==> config.mk <==
export PLATFORM = sky130hd
export DESIGN_NAME = svm_dot_sequencer
export DESIGN_NICKNAME = d
export VERILOG_FILES = /design/src/rtl/svm_dot_sequencer.sv
export SDC_FILE = /design/constraint.sdc
export NUM_CORES = 1
export LEC_CHECK = 0
export BUFFER_PORTS_ARGS = -buffer_cell sky130_fd_sc_hd__buf_2
export CORE_ASPECT_RATIO = 1.2
export CORE_UTILIZATION = 50
export CTS_CLUSTER_DIAMETER = 80
export CTS_CLUSTER_SIZE = 40
export DETAILED_ROUTE_END_ITERATION = 7
export PLACE_DENSITY = 0.79
export SYNTH_ARGS = -nofsm -noshare
export SYNTH_HDL_FRONTEND = slang
export SYNTH_SLANG_ARGS = --single-unit
==> constraint.sdc <==
create_clock -name clk -period 5.6 [get_ports clk]
set_input_delay 1.4 -clock clk [delete_from_list [all_inputs] [get_ports clk]]
set_output_delay 1.4 -clock clk [all_outputs]
set_load 0.01 [all_outputs]
==> src/rtl/svm_dot_sequencer.sv <==
// rtl/svm_dot_sequencer.sv - sign-magnitude dot-product sequencer around a pipelined multiplier
// Optional result saturation with overflow flag: define SVM_ACC_SAT_EN.
module svm_dot_sequencer #(
  parameter int MUL_LAT = 10,
  parameter int ADDR_W  = 8
) (
  input  logic              clk,
  input  logic              rst_n,
  input  logic              svm_enable,
  input  logic              go,
  input  logic [ADDR_W-1:0] vec_len,
  input  logic [31:0]       bias,
  output logic [ADDR_W-1:0] mem_addr,
  input  logic [16:0]       x_data,
  input  logic [16:0]       w_data,
  output logic [16:0]       mul_a,
  output logic [16:0]       mul_b,
  output logic              mul_start,
  input  logic [31:0]       mul_data,
  output logic              busy,
  output logic              done,
  output logic [31:0]       result,
  output logic              ovf
);

  localparam logic [1:0] S_IDLE  = 2'd0;
  localparam logic [1:0] S_FETCH = 2'd1;
  localparam logic [1:0] S_DRAIN = 2'd2;
  localparam logic [1:0] S_DONE  = 2'd3;

  localparam logic [ADDR_W-1:0] ADDR_ONE = {{(ADDR_W-1){1'b0}}, 1'b1};
  localparam logic [16:0]       NEG_ZERO = 17'h10000;

  logic [1:0]        state_q, state_d;
  logic [ADDR_W-1:0] n_q, n_d;
  logic [ADDR_W-1:0] addr_q, addr_d;
  logic [ADDR_W-1:0] cnt_q, cnt_d;
  logic [MUL_LAT:0]  vld_q, vld_d;
  logic [39:0]       acc_q, acc_d;
  logic [31:0]       result_q, result_d;
  logic              ovf_q, ovf_d;
  logic              done_q, done_d;
  logic              stall_q, stall_d;
  logic [16:0]       x_hold_q, x_hold_d;
  logic [16:0]       w_hold_q, w_hold_d;

  logic              acc_en;
  logic [16:0]       op_x, op_w;
  logic [32:0]       sat_res;

`ifdef SVM_ACC_SAT_EN
  function automatic logic [32:0] clamp40(input logic [39:0] a);
    if (a[39:31] == 9'h000 || a[39:31] == 9'h1FF) begin
      return {1'b0, a[31:0]};
    end else if (a[39]) begin
      return {1'b1, 32'h8000_0000};
    end else begin
      return {1'b1, 32'h7FFF_FFFF};
    end
  endfunction
`endif

  always_comb begin
    state_d  = state_q;
    n_d      = n_q;
    addr_d   = addr_q;
    cnt_d    = cnt_q;
    vld_d    = vld_q;
    acc_d    = acc_q;
    result_d = result_q;
    ovf_d    = ovf_q;
    done_d   = done_q;
    stall_d  = ~svm_enable;
    x_hold_d = x_hold_q;
    w_hold_d = w_hold_q;

    mul_start = svm_enable &&
                ((state_q == S_FETCH && vld_q[0]) || state_q == S_DRAIN);
    acc_en    = mul_start && vld_q[MUL_LAT];

    // The memory keeps following the frozen address during a stall, so the
    // operand pending at stall entry is parked here and replayed on resume.
    if (!svm_enable && !stall_q) begin
      x_hold_d = x_data;
      w_hold_d = w_data;
    end
    op_x = stall_q ? x_hold_q : x_data;
    op_w = stall_q ? w_hold_q : w_data;

    mul_a = (mul_start && vld_q[0] && op_x != NEG_ZERO) ? op_x : 17'h0;
    mul_b = (mul_start && vld_q[0] && op_w != NEG_ZERO) ? op_w : 17'h0;

    if (acc_en) begin
      acc_d = acc_q + {{8{mul_data[31]}}, mul_data};
      cnt_d = cnt_q + ADDR_ONE;
    end

`ifdef SVM_ACC_SAT_EN
    sat_res = clamp40(acc_d);
`else
    sat_res = {1'b0, acc_d[31:0]};
`endif

    if (svm_enable) begin
      vld_d[0] = (state_q == S_FETCH);
      if (mul_start) begin
        for (int i = 1; i <= MUL_LAT; i++) begin
          vld_d[i] = vld_q[i-1];
        end
      end

      case (state_q)
        S_IDLE: begin
          if (go) begin
            state_d = S_FETCH;
            n_d     = (vec_len == '0) ? ADDR_ONE : vec_len;
            addr_d  = '0;
            cnt_d   = '0;
            acc_d   = {{8{bias[31]}}, bias};
          end
        end
        S_FETCH: begin
          if (addr_q == n_q - ADDR_ONE) begin
            state_d = S_DRAIN;
          end else begin
            addr_d = addr_q + ADDR_ONE;
          end
        end
        S_DRAIN: begin
          if (acc_en && cnt_q == n_q - ADDR_ONE) begin
            state_d  = S_DONE;
            done_d   = 1'b1;
            result_d = sat_res[31:0];
            ovf_d    = sat_res[32];
          end
        end
        default: begin
          state_d = S_IDLE;
          done_d  = 1'b0;
        end
      endcase
    end
  end

  always_ff @(posedge clk or negedge rst_n) begin
    if (!rst_n) begin
      state_q  <= S_IDLE;
      n_q      <= '0;
      addr_q   <= '0;
      cnt_q    <= '0;
      vld_q    <= '0;
      acc_q    <= '0;
      result_q <= '0;
      ovf_q    <= 1'b0;
      done_q   <= 1'b0;
      stall_q  <= 1'b0;
      x_hold_q <= '0;
      w_hold_q <= '0;
    end else begin
      state_q  <= state_d;
      n_q      <= n_d;
      addr_q   <= addr_d;
      cnt_q    <= cnt_d;
      vld_q    <= vld_d;
      acc_q    <= acc_d;
      result_q <= result_d;
      ovf_q    <= ovf_d;
      done_q   <= done_d;
      stall_q  <= stall_d;
      x_hold_q <= x_hold_d;
      w_hold_q <= w_hold_d;
    end
  end

  assign mem_addr = addr_q;
  assign busy     = (state_q != S_IDLE);
  assign done     = done_q;
  assign result   = result_q;
  assign ovf      = ovf_q;

endmodule

==> impl_metrics.json, run 1 <==
{
  "outcome": "finished clean",
  "met1_usage": 0.2853,
  "met2_usage": 0.4280,
  "cts_resized": 0,
  "path_cells": "buf_2 > nand2_1 > inv_1 > nand2_1 > o21bai_1 > buf_4 > nor2_1 > buf_2",
  "grt_pass1_vias": 6952,
  "cts-root-buf": "clkbuf_16",
  "cts_tree": "built",
  "slowest_stage": "inv_1",
  "area_delta_synth_final_pct": 19.38,
  "ys_types": 60,
  "postSynthCellCount": 901,
  "skew_ns": 0.01437,
  "layout.nets": 1217,
  "rows": 51,
  "hpwl_um": 14430,
  "crit_cells": 8,
  "insertion_delay_ns": 0.41,
  "core_area_mm2": 0.01634,
  "cap_violations": 0,
  "crit_path_max_fanout": 16,
  "powerDensity_mw_per_mm2": 467.4,
  "design_area_mm2": 0.01002,
  "cp.arrival_ns": 3.06,
  "synth_common_cells": "dfrtp_1 (137), nor2_1 (108), nand2_1 (103), a21oi_1 (67), o21ai_0 (53)",
  "synthArstFlopShare": 1.000,
  "die_w_um": 120.3,
  "syn-num-nets": 1050,
  "track_usage": 0.2394,
  "place_inst": 1261,
  "p_total_mw": 4.684,
  "drive_above_1_share": 0.2632,
  "vias": 7191,
  "crit_path_end": "mul_b[3]",
  "fmax_ghz": 0.2243,
  "grt_first_pass_wirelength_um": 33090,
  "post_cts_buffers": 0,
  "path_class": "primary input to output port",
  "worstRegToRegCells": 11,
  "fin_ws_ns": 1.141,
  "leakagePower_nw": 4.957,
  "grt_max_degree": 94,
  "syn-cell-area_mm2": 0.008394,
  "pre_cts_slack_ns": 1.157,
  "design.die.area_mm2": 0.01731,
  "critPathMaxStageDelay_ns": 0.40,
  "placed_area_mm2": 0.009477,
  "critPathTopFamily": "buffers and inverters",
  "timing.rr.start": "acc_q[0]",
  "drt_wl_total_um": 20320,
  "synth_warnings": 0,
  "overflow": 0,
  "path_clk_slew_ns": 0.05,
  "htreeDepth": 4,
  "routed_via_density": 5.561,
  "drt_iter0_drc": 299,
  "synthFlopType": "dfrtp_1",
  "finalCritPeriodShare": 0.7963,
  "worstReg2RegEnd": "result[30]",
  "finalHoldViolations": 0,
  "grt_use_met3": 0.05159,
  "ios": 188,
  "rsz0062_at_grt": "no",
  "start_kind": "primary input",
  "fp.dieH_um": 143.9,
  "setup_viol": 0,
  "ys_ff_latch": 137,
  "top_usage_layer": "met2",
  "place_congestion": 0.8666,
  "yosysTopAreaCell": "dfrtp_1",
  "setup.worst_path.start": "svm_enable",
  "drt_first_pass_iters": 6,
  "cts_sinks": 137,
  "ff2ff_setup_slack_ns": 2.32,
  "finish.utilization": 0.6134,
  "start_util": 0.5139,
  "drc": 0,
  "finalSetupTns_ns": 0,
  "ys_top_cells_by_area": "dfrtp_1 (41%), mux2_2 (6.7%), ha_1 (5.7%)",
  "synth_top_area_frac": 0.4084,
  "wire_per_inst_um": 15.72,
  "cts_made_buffers": 17,
  "max_slew_margin": 0.3305,
  "ant_nets": 0,
  "cp-end-kind": "output port",
  "hold_class": "flop to flop",
  "synth-seq-area-share": 0.4084,
  "min_period_ns": 4.459,
  "postCtsHoldBufs": 0,
  "worstMarginPinSlew_ns": 1.001,
  "holdWs_ns": 0.4725,
  "cp_data_required_time_ns": 4.20,
  "antenna_found_initial": 1,
  "instances_no_fill": 1293,
  "yosysMostFrequentCell": "dfrtp_1",
  "peakVddDrop_mv": 0.2440,
  "postSynthAreaPerCell_um2": 9.317,
  "portBuffers": 186,
  "ctsLongestPathBuffers": 2,
  "synth_edf_count": 0,
  "slew_viol_final": 0,
  "path_buf_inv": 4
}
## routing by layer
layer,part of all wire,wire length (um),vias to the layer above
li1,-,-,3540
met1,0.43,8811,3400
met2,0.50,10060,227
met3,0.058,1182,24
met4,0.013,267,0
met5,0,0,-
## flip-flops by register name (all words and copies together) (netlist names)
signal,count
acc_q,32
cnt_q,8
done,1
mem_addr,8
n_q,8
result,32
stall_q,1
state_q,2
vld_q,11
w_hold_q,17
x_hold_q,17
## placed cells by master (no fill, tap or decap), types with 4 or more instances in the layout
cell type / count
xor2_1: 33
buf_4: 8
and3_1: 12
nor3_1: 12
xnor2_1: 27
nand4_1: 7
clkbuf_16: 17
buf_2: 185
mux2i_1: 41
a21o_1: 17
mux2_2: 50
a21oi_1: 67
nand2_1: 102
or3_1: 4
nand3_1: 18
nor2b_1: 6
o21bai_1: 5
o21ai_0: 53
ha_1: 38
nor2_1: 106
dfrtp_1: 136
a211oi_1: 6
o31ai_1: 7
o21a_1: 5
a31oi_1: 14
inv_1: 14
nor4_1: 14
clkinv_2: 4
o211ai_1: 5
## worst min-delay path, cell delays in order (launching register included)
cell,delay [ns]
dfrtp_1,0.33
nand2_1,0.05
o31ai_1,0.05
## report_power, final
part	internal (mW)	switching [mW]	total, mW
Sequential	1.25	0.209	1.46
Clock	0.628	0.416	1.04
Combinational	0.959	1.22	2.18
## final cells by class
| type | count | area, um2 |
|---|---|---|
| antenna | 2 | 5.005 |
| clock buffer | 22 | 464.2 |
| clock inverter | 8 | 75.07 |
| fill | 1420 | 6315 |
| inverter | 14 | 52.55 |
| multi-input combinational | 704 | 4732 |
| sequential | 137 | 3430 |
| tap | 212 | 265.3 |
| timing repair buffer | 194 | 997.2 |
## cells by family after synthesis
logic type / Yosys count / synth area share
and+or+nand+nor: 310 / 0.1705
AOI/OAI and AO/OA: 199 / 0.1428
DFF: 137 / 0.4084
muxes: 91 / 0.1160
xor gates and xnor gates: 64 / 0.07348
buffers and inverters: 60 / 0.02936
adders and majority gates: 39 / 0.05903
other: 1 / 0.0004467
## how the worst min path moves through the flow
| stage | depth (start not counted) | start | end | slack (ns) |
|---|---|---|---|---|
| after floorplan | 2 | vld_q[1] | vld_q[1] | 0.44 |
| after global placement | 2 | result[21] | result[21] | 0.46 |
| after detailed placement | 2 | result[29] | result[29] | 0.46 |
| after CTS | 2 | result[29] | result[29] | 0.47 |
| after global routing | 2 | result[26] | result[26] | 0.50 |
| final | 2 | result[29] | result[29] | 0.47 |
Note: power is estimated with default switching activity, not from simulation.
==> run 2: changes to the inputs <==
--- a/config.mk
+++ b/config.mk
@@ -11,7 +11,7 @@
 export CTS_CLUSTER_DIAMETER = 80
 export CTS_CLUSTER_SIZE = 40
 export DETAILED_ROUTE_END_ITERATION = 7
-export PLACE_DENSITY = 0.79
+export PLACE_DENSITY = 0.82
 export SYNTH_ARGS = -nofsm -noshare
 export SYNTH_HDL_FRONTEND = slang
 export SYNTH_SLANG_ARGS = --single-unit
==> constraint.sdc (replaced) <==
create_clock -name clk -period 4 [get_ports clk]
set_input_delay 1 -clock clk [delete_from_list [all_inputs] [get_ports clk]]
set_output_delay 1 -clock clk [all_outputs]
set_load 0.01 [all_outputs]
==> impl_metrics.json, run 2 (synthesized netlist as in run 1, its figures left out) <==
{
  "start_util": 0.5139,
  "setup_viol": 0,
  "antenna_cells": 0,
  "drt_first_pass_iters": 6,
  "overflow": 0,
  "switching_power_mw": 2.588,
  "design.die.area_mm2": 0.01731,
  "core_area_mm2": 0.01634,
  "ff2ff_setup_slack_ns": 0.80,
  "vias": 7296,
  "worstMarginPinSlew_ns": 0.9167,
  "peakVddDrop_mv": 0.3366,
  "p_total_mw": 6.685,
  "crit_path_end": "mul_b[16]",
  "finalHoldViolations": 0,
  "routed_via_density": 5.617,
  "grt_max_degree": 95,
  "cts_tree": "built",
  "drt_iter0_drc": 379,
  "power_frac_seq": 0.306,
  "place_congestion": 0.9234,
  "worstReg2RegEnd": "acc_q[30]",
  "grt_pass1_vias": 7066,
  "holdWs_ns": 0.4718,
  "portBuffers": 186,
  "cts-root-buf": "clkbuf_16",
  "postCtsHoldBufs": 0,
  "place_inst": 1268,
  "grt_use_met3": 0.05238,
  "cts_sinks": 137,
  "path_class": "primary input to output port",
  "drc": 0,
  "crit_path_max_fanout": 14,
  "outcome": "finished clean",
  "track_usage": 0.2412,
  "fmax_ghz": 0.2679,
  "cts_resized": 0,
  "clkPwrFrac": 0.231,
  "min_period_ns": 3.733,
  "final_cell_mix": "buf_2 (185), dfrtp_1 (136), nor2_1 (106)",
  "hpwl_um": 14920,
  "worstRegToRegCells": 11,
  "htreeDepth": 4,
  "cts_made_buffers": 17,
  "skew_ns": 0.008669,
  "finalCritPeriodShare": 0.9332,
  "fill_cells": 1402,
  "path_clk_slew_ns": 0.06,
  "layout.nets": 1224,
  "instances_no_fill": 1299,
  "final_common_cell": "buf_2",
  "finalSetupTns_ns": 0,
  "wire_per_inst_um": 15.77,
  "cap_violations": 0,
  "insertion_delay_ns": 0.42,
  "max_slew_margin": 0.3888,
  "met1_usage": 0.2871,
  "p_int_mw": 4.096,
  "antenna_found_initial": 1,
  "sw_frac_of_total": 0.3872,
  "rows": 51,
  "setup.worst_path.start": "w_data[6]",
  "fp.dieH_um": 143.9,
  "cp_data_required_time_ns": 3.00,
  "design_area_mm2": 0.01011,
  "p_comb_frac": 0.464,
  "hold_class": "flop to flop",
  "drive_above_1_share": 0.2677,
  "powerDensity_mw_per_mm2": 660.9,
  "cp-end-kind": "output port",
  "area_delta_synth_final_pct": 20.49,
  "drt_wl_total_um": 20490,
  "start_kind": "primary input",
  "die_w_um": 120.3,
  "grt_first_pass_wirelength_um": 32920,
  "slew_viol_final": 0,
  "top_usage_layer": "met2",
  "post_cts_buffers": 0,
  "ant_nets": 0,
  "cp.arrival_ns": 2.73,
  "met2_usage": 0.4171,
  "ios": 188,
  "placed_area_mm2": 0.009542,
  "ctsLongestPathBuffers": 2,
  "rsz0062_at_grt": "no",
  "timing.rr.start": "acc_q[0]",
  "leakagePower_nw": 5.009
}
-- run 2: cell types whose count changed in the layout (fill, tap and decap cells not counted) --
cell       delta
clkinv_4      -2
clkbuf_8      +1
clkinv_2      -1
buf_4         +6
inv_6         +1
clkbuf_1      +1
buf_12        +1
diode_2       -2
bufinv_16     +1
-- run 2: worst min path at each step --
stage | startpoint | to | slack, ns | cells past startpoint
final | result[21] | result[21] | 0.47 | 2
after global routing | done | done | 0.50 | 1
after CTS | result[24] | result[24] | 0.48 | 2
after detailed placement | result[24] | result[24] | 0.46 | 2
after global placement | vld_q[1] | vld_q[1] | 0.46 | 2
after floorplan | vld_q[1] | vld_q[1] | 0.44 | 2
-- run 2: per-layer routing --
metal / vias to the layer above / routed length, um
met2: 259 / 10040
li1: 3557 / -
met3: 52 / 1142
met4: 0 / 532
met1: 3428 / 8774
met5: - / 0
-- run 2: stage by stage --
stage                     utilization  setup slack [ns]
final                          0.6192            0.2670
after global routing           0.6192            0.1280
after CTS                      0.6192            0.2845
after detailed placement       0.5841           0.07329
after global placement         0.5841            0.1236
after floorplan                     -            0.3633
-- run 2: cell type report --
| type | count | area, um2 | area share |
|---|---|---|---|
| clock buffer | 24 | 481.7 | 0.04762 |
| sequential | 137 | 3430 | 0.3391 |
| timing repair buffer | 201 | 1062 | 0.1050 |
| clock inverter | 7 | 91.34 | 0.009030 |
| tap | 212 | 265.3 | 0.02622 |
| multi-input combinational | 704 | 4732 | 0.4678 |
| inverter | 14 | 52.55 | 0.005195 |
-- run 2: critical path, stage by stage --
cell and delay, ns:
buf_2 0.12, or4_1 0.52, nor4_1 0.29, a31oi_1 0.10, o21bai_1 0.25, buf_4 0.24, nor2_1 0.07, buf_2 0.14
-- run 2: power groups by stage --
stage	registers, mW	logic (mW)	clock network (mW)
6_report	2.04	3.10	1.54
5_1_grt	2.10	3.44	1.63
4_1_cts	2.04	3.08	1.57
3_5_place_dp	2.06	3.05	0
3_3_place_gp	2.04	2.98	0
2_1_floorplan	2.00	2.35	0
==> run 3: changes to the inputs <==
--- a/config.mk
+++ b/config.mk
@@ -5,7 +5,7 @@
 export SDC_FILE = /design/constraint.sdc
 export NUM_CORES = 1
 export LEC_CHECK = 0
-export BUFFER_PORTS_ARGS = -buffer_cell sky130_fd_sc_hd__buf_2
+export BUFFER_PORTS_ARGS = -buffer_cell sky130_fd_sc_hd__buf_4
 export CORE_ASPECT_RATIO = 1.2
 export CORE_UTILIZATION = 50
 export CTS_CLUSTER_DIAMETER = 80
==> impl_metrics.json, run 3 (synthesized netlist as in run 1, its figures left out) <==
{
  "cp.arrival_ns": 2.61,
  "core_area_mm2": 0.01634,
  "postCtsHoldBufs": 0,
  "grt_first_pass_wirelength_um": 34350,
  "crit_path_max_fanout": 16,
  "grt_use_met3": 0.06825,
  "path_class": "primary input to output port",
  "hold_class": "flop to flop",
  "antenna_found_initial": 0,
  "fin_ws_ns": 0.3921,
  "ant_nets": 0,
  "path_clk_slew_ns": 0.05,
  "cts_made_buffers": 17,
  "powerDensity_mw_per_mm2": 650.2,
  "htreeDepth": 4,
  "die_w_um": 120.3,
  "finalHoldViolations": 0,
  "min_period_ns": 3.608,
  "cap_violations": 0,
  "top_usage_layer": "met2",
  "drt_first_pass_iters": 5,
  "rsz0062_at_grt": "no",
  "outcome": "finished clean",
  "setup_viol": 0,
  "peakVddDrop_mv": 0.3544,
  "cts-root-buf": "clkbuf_16",
  "fill_cells": 1333,
  "sw_frac_of_total": 0.3835,
  "switching_power_mw": 2.650,
  "place_congestion": 0.9384,
  "grt_pass1_vias": 7073,
  "start_util": 0.5139,
  "fmax_ghz": 0.2772,
  "leakagePower_nw": 5.121,
  "start_kind": "primary input",
  "layout.nets": 1227,
  "met1_usage": 0.3059,
  "design.die.area_mm2": 0.01731,
  "pre_cts_slack_ns": 0.06012,
  "routed_via_density": 5.685,
  "overflow": 0,
  "cts_tree": "built",
  "final_common_cell": "buf_4",
  "rows": 51,
  "drive_above_1_share": 0.2704,
  "cts_resized": 0,
  "cp_data_required_time_ns": 3.00,
  "place_inst": 1271,
  "portBuffers": 186,
  "area_delta_synth_final_pct": 26.61,
  "drt_wl_total_um": 21210,
  "power_frac_seq": 0.296,
  "ios": 188,
  "max_slew_margin": 0.3600,
  "p_int_mw": 4.260,
  "cts_sinks": 137,
  "drt_iter0_drc": 380,
  "finalSetupTns_ns": 0,
  "skew_ns": 0.01204,
  "track_usage": 0.2512,
  "worstMarginPinSlew_ns": 0.9600,
  "antenna_cells": 0,
  "p_comb_frac": 0.465,
  "cp-end-kind": "output port",
  "finalCritPeriodShare": 0.9020,
  "ctsLongestPathBuffers": 2,
  "hpwl_um": 15310,
  "final_cell_mix": "buf_4 (203), dfrtp_1 (136), nor2_1 (106)",
  "post_cts_buffers": 0,
  "clkPwrFrac": 0.239,
  "insertion_delay_ns": 0.42,
  "wire_per_inst_um": 16.28,
  "vias": 7408,
  "drc": 0,
  "instances_no_fill": 1303,
  "grt_max_degree": 91,
  "met2_usage": 0.4292,
  "fp.dieH_um": 143.9,
  "slew_viol_final": 0
}
[run 3: power groups by stage]
stage	combinational [mW]	sequential [mW]	clock, mW
after floorplan	2.35	2.00	0
after global placement	3.06	2.05	0
after detailed placement	3.14	2.07	0
after CTS	3.18	2.05	1.68
after global routing	3.55	2.10	1.74
final	3.21	2.05	1.65
[run 3: area by class of cell]
class / instances / area [um2] / area share
Sequential cell: 137 / 3430 / 0.3227
Tap cell: 212 / 265.3 / 0.02496
Clock buffer: 21 / 440.4 / 0.04144
Inverter: 14 / 52.55 / 0.004945
Multi-Input combinational cell: 704 / 4732 / 0.4453
Timing Repair Buffer: 204 / 1535 / 0.1445
Clock inverter: 11 / 172.7 / 0.01625
[run 3: final timing paths]
check,from,end,slack (ns),cells after the start
min in group asynchronous,rst_n,x_hold_q[8],0.63,1
min,result[23],result[23],0.48,2
max,w_data[7],mul_b[12],0.39,8
min reg2reg,result[23],result[23],0.48,2
max reg2reg,acc_q[0],acc_q[30],0.76,11
max in group asynchronous,rst_n,w_hold_q[1],2.46,2
[run 3: metrics by stage]
stage	power [mW]	utilization	instance area, um2	hold WS (ns)
final	6.910	0.6506	10630	0.4773
after global routing	7.385	0.6506	10630	0.5089
after CTS	6.909	0.6506	10630	0.4806
after detailed placement	5.210	0.6131	10010	0.4632
after global placement	5.109	0.6131	10010	0.4581
after floorplan	4.348	-	8394	0.4414
[run 3: critical path: stages]
cell      delay, ns
buf_4          0.11
or4b_2         0.67
nor3_1         0.18
a31oi_1        0.06
o21bai_1       0.15
buf_4          0.22
nor2_1         0.07
buf_4          0.14
[run 3: routing by layer]
layer	vias up	routed length, um
met3	41	1400
met1	3554	8925
met2	252	10530
met5	-	0
li1	3561	-
met4	0	354
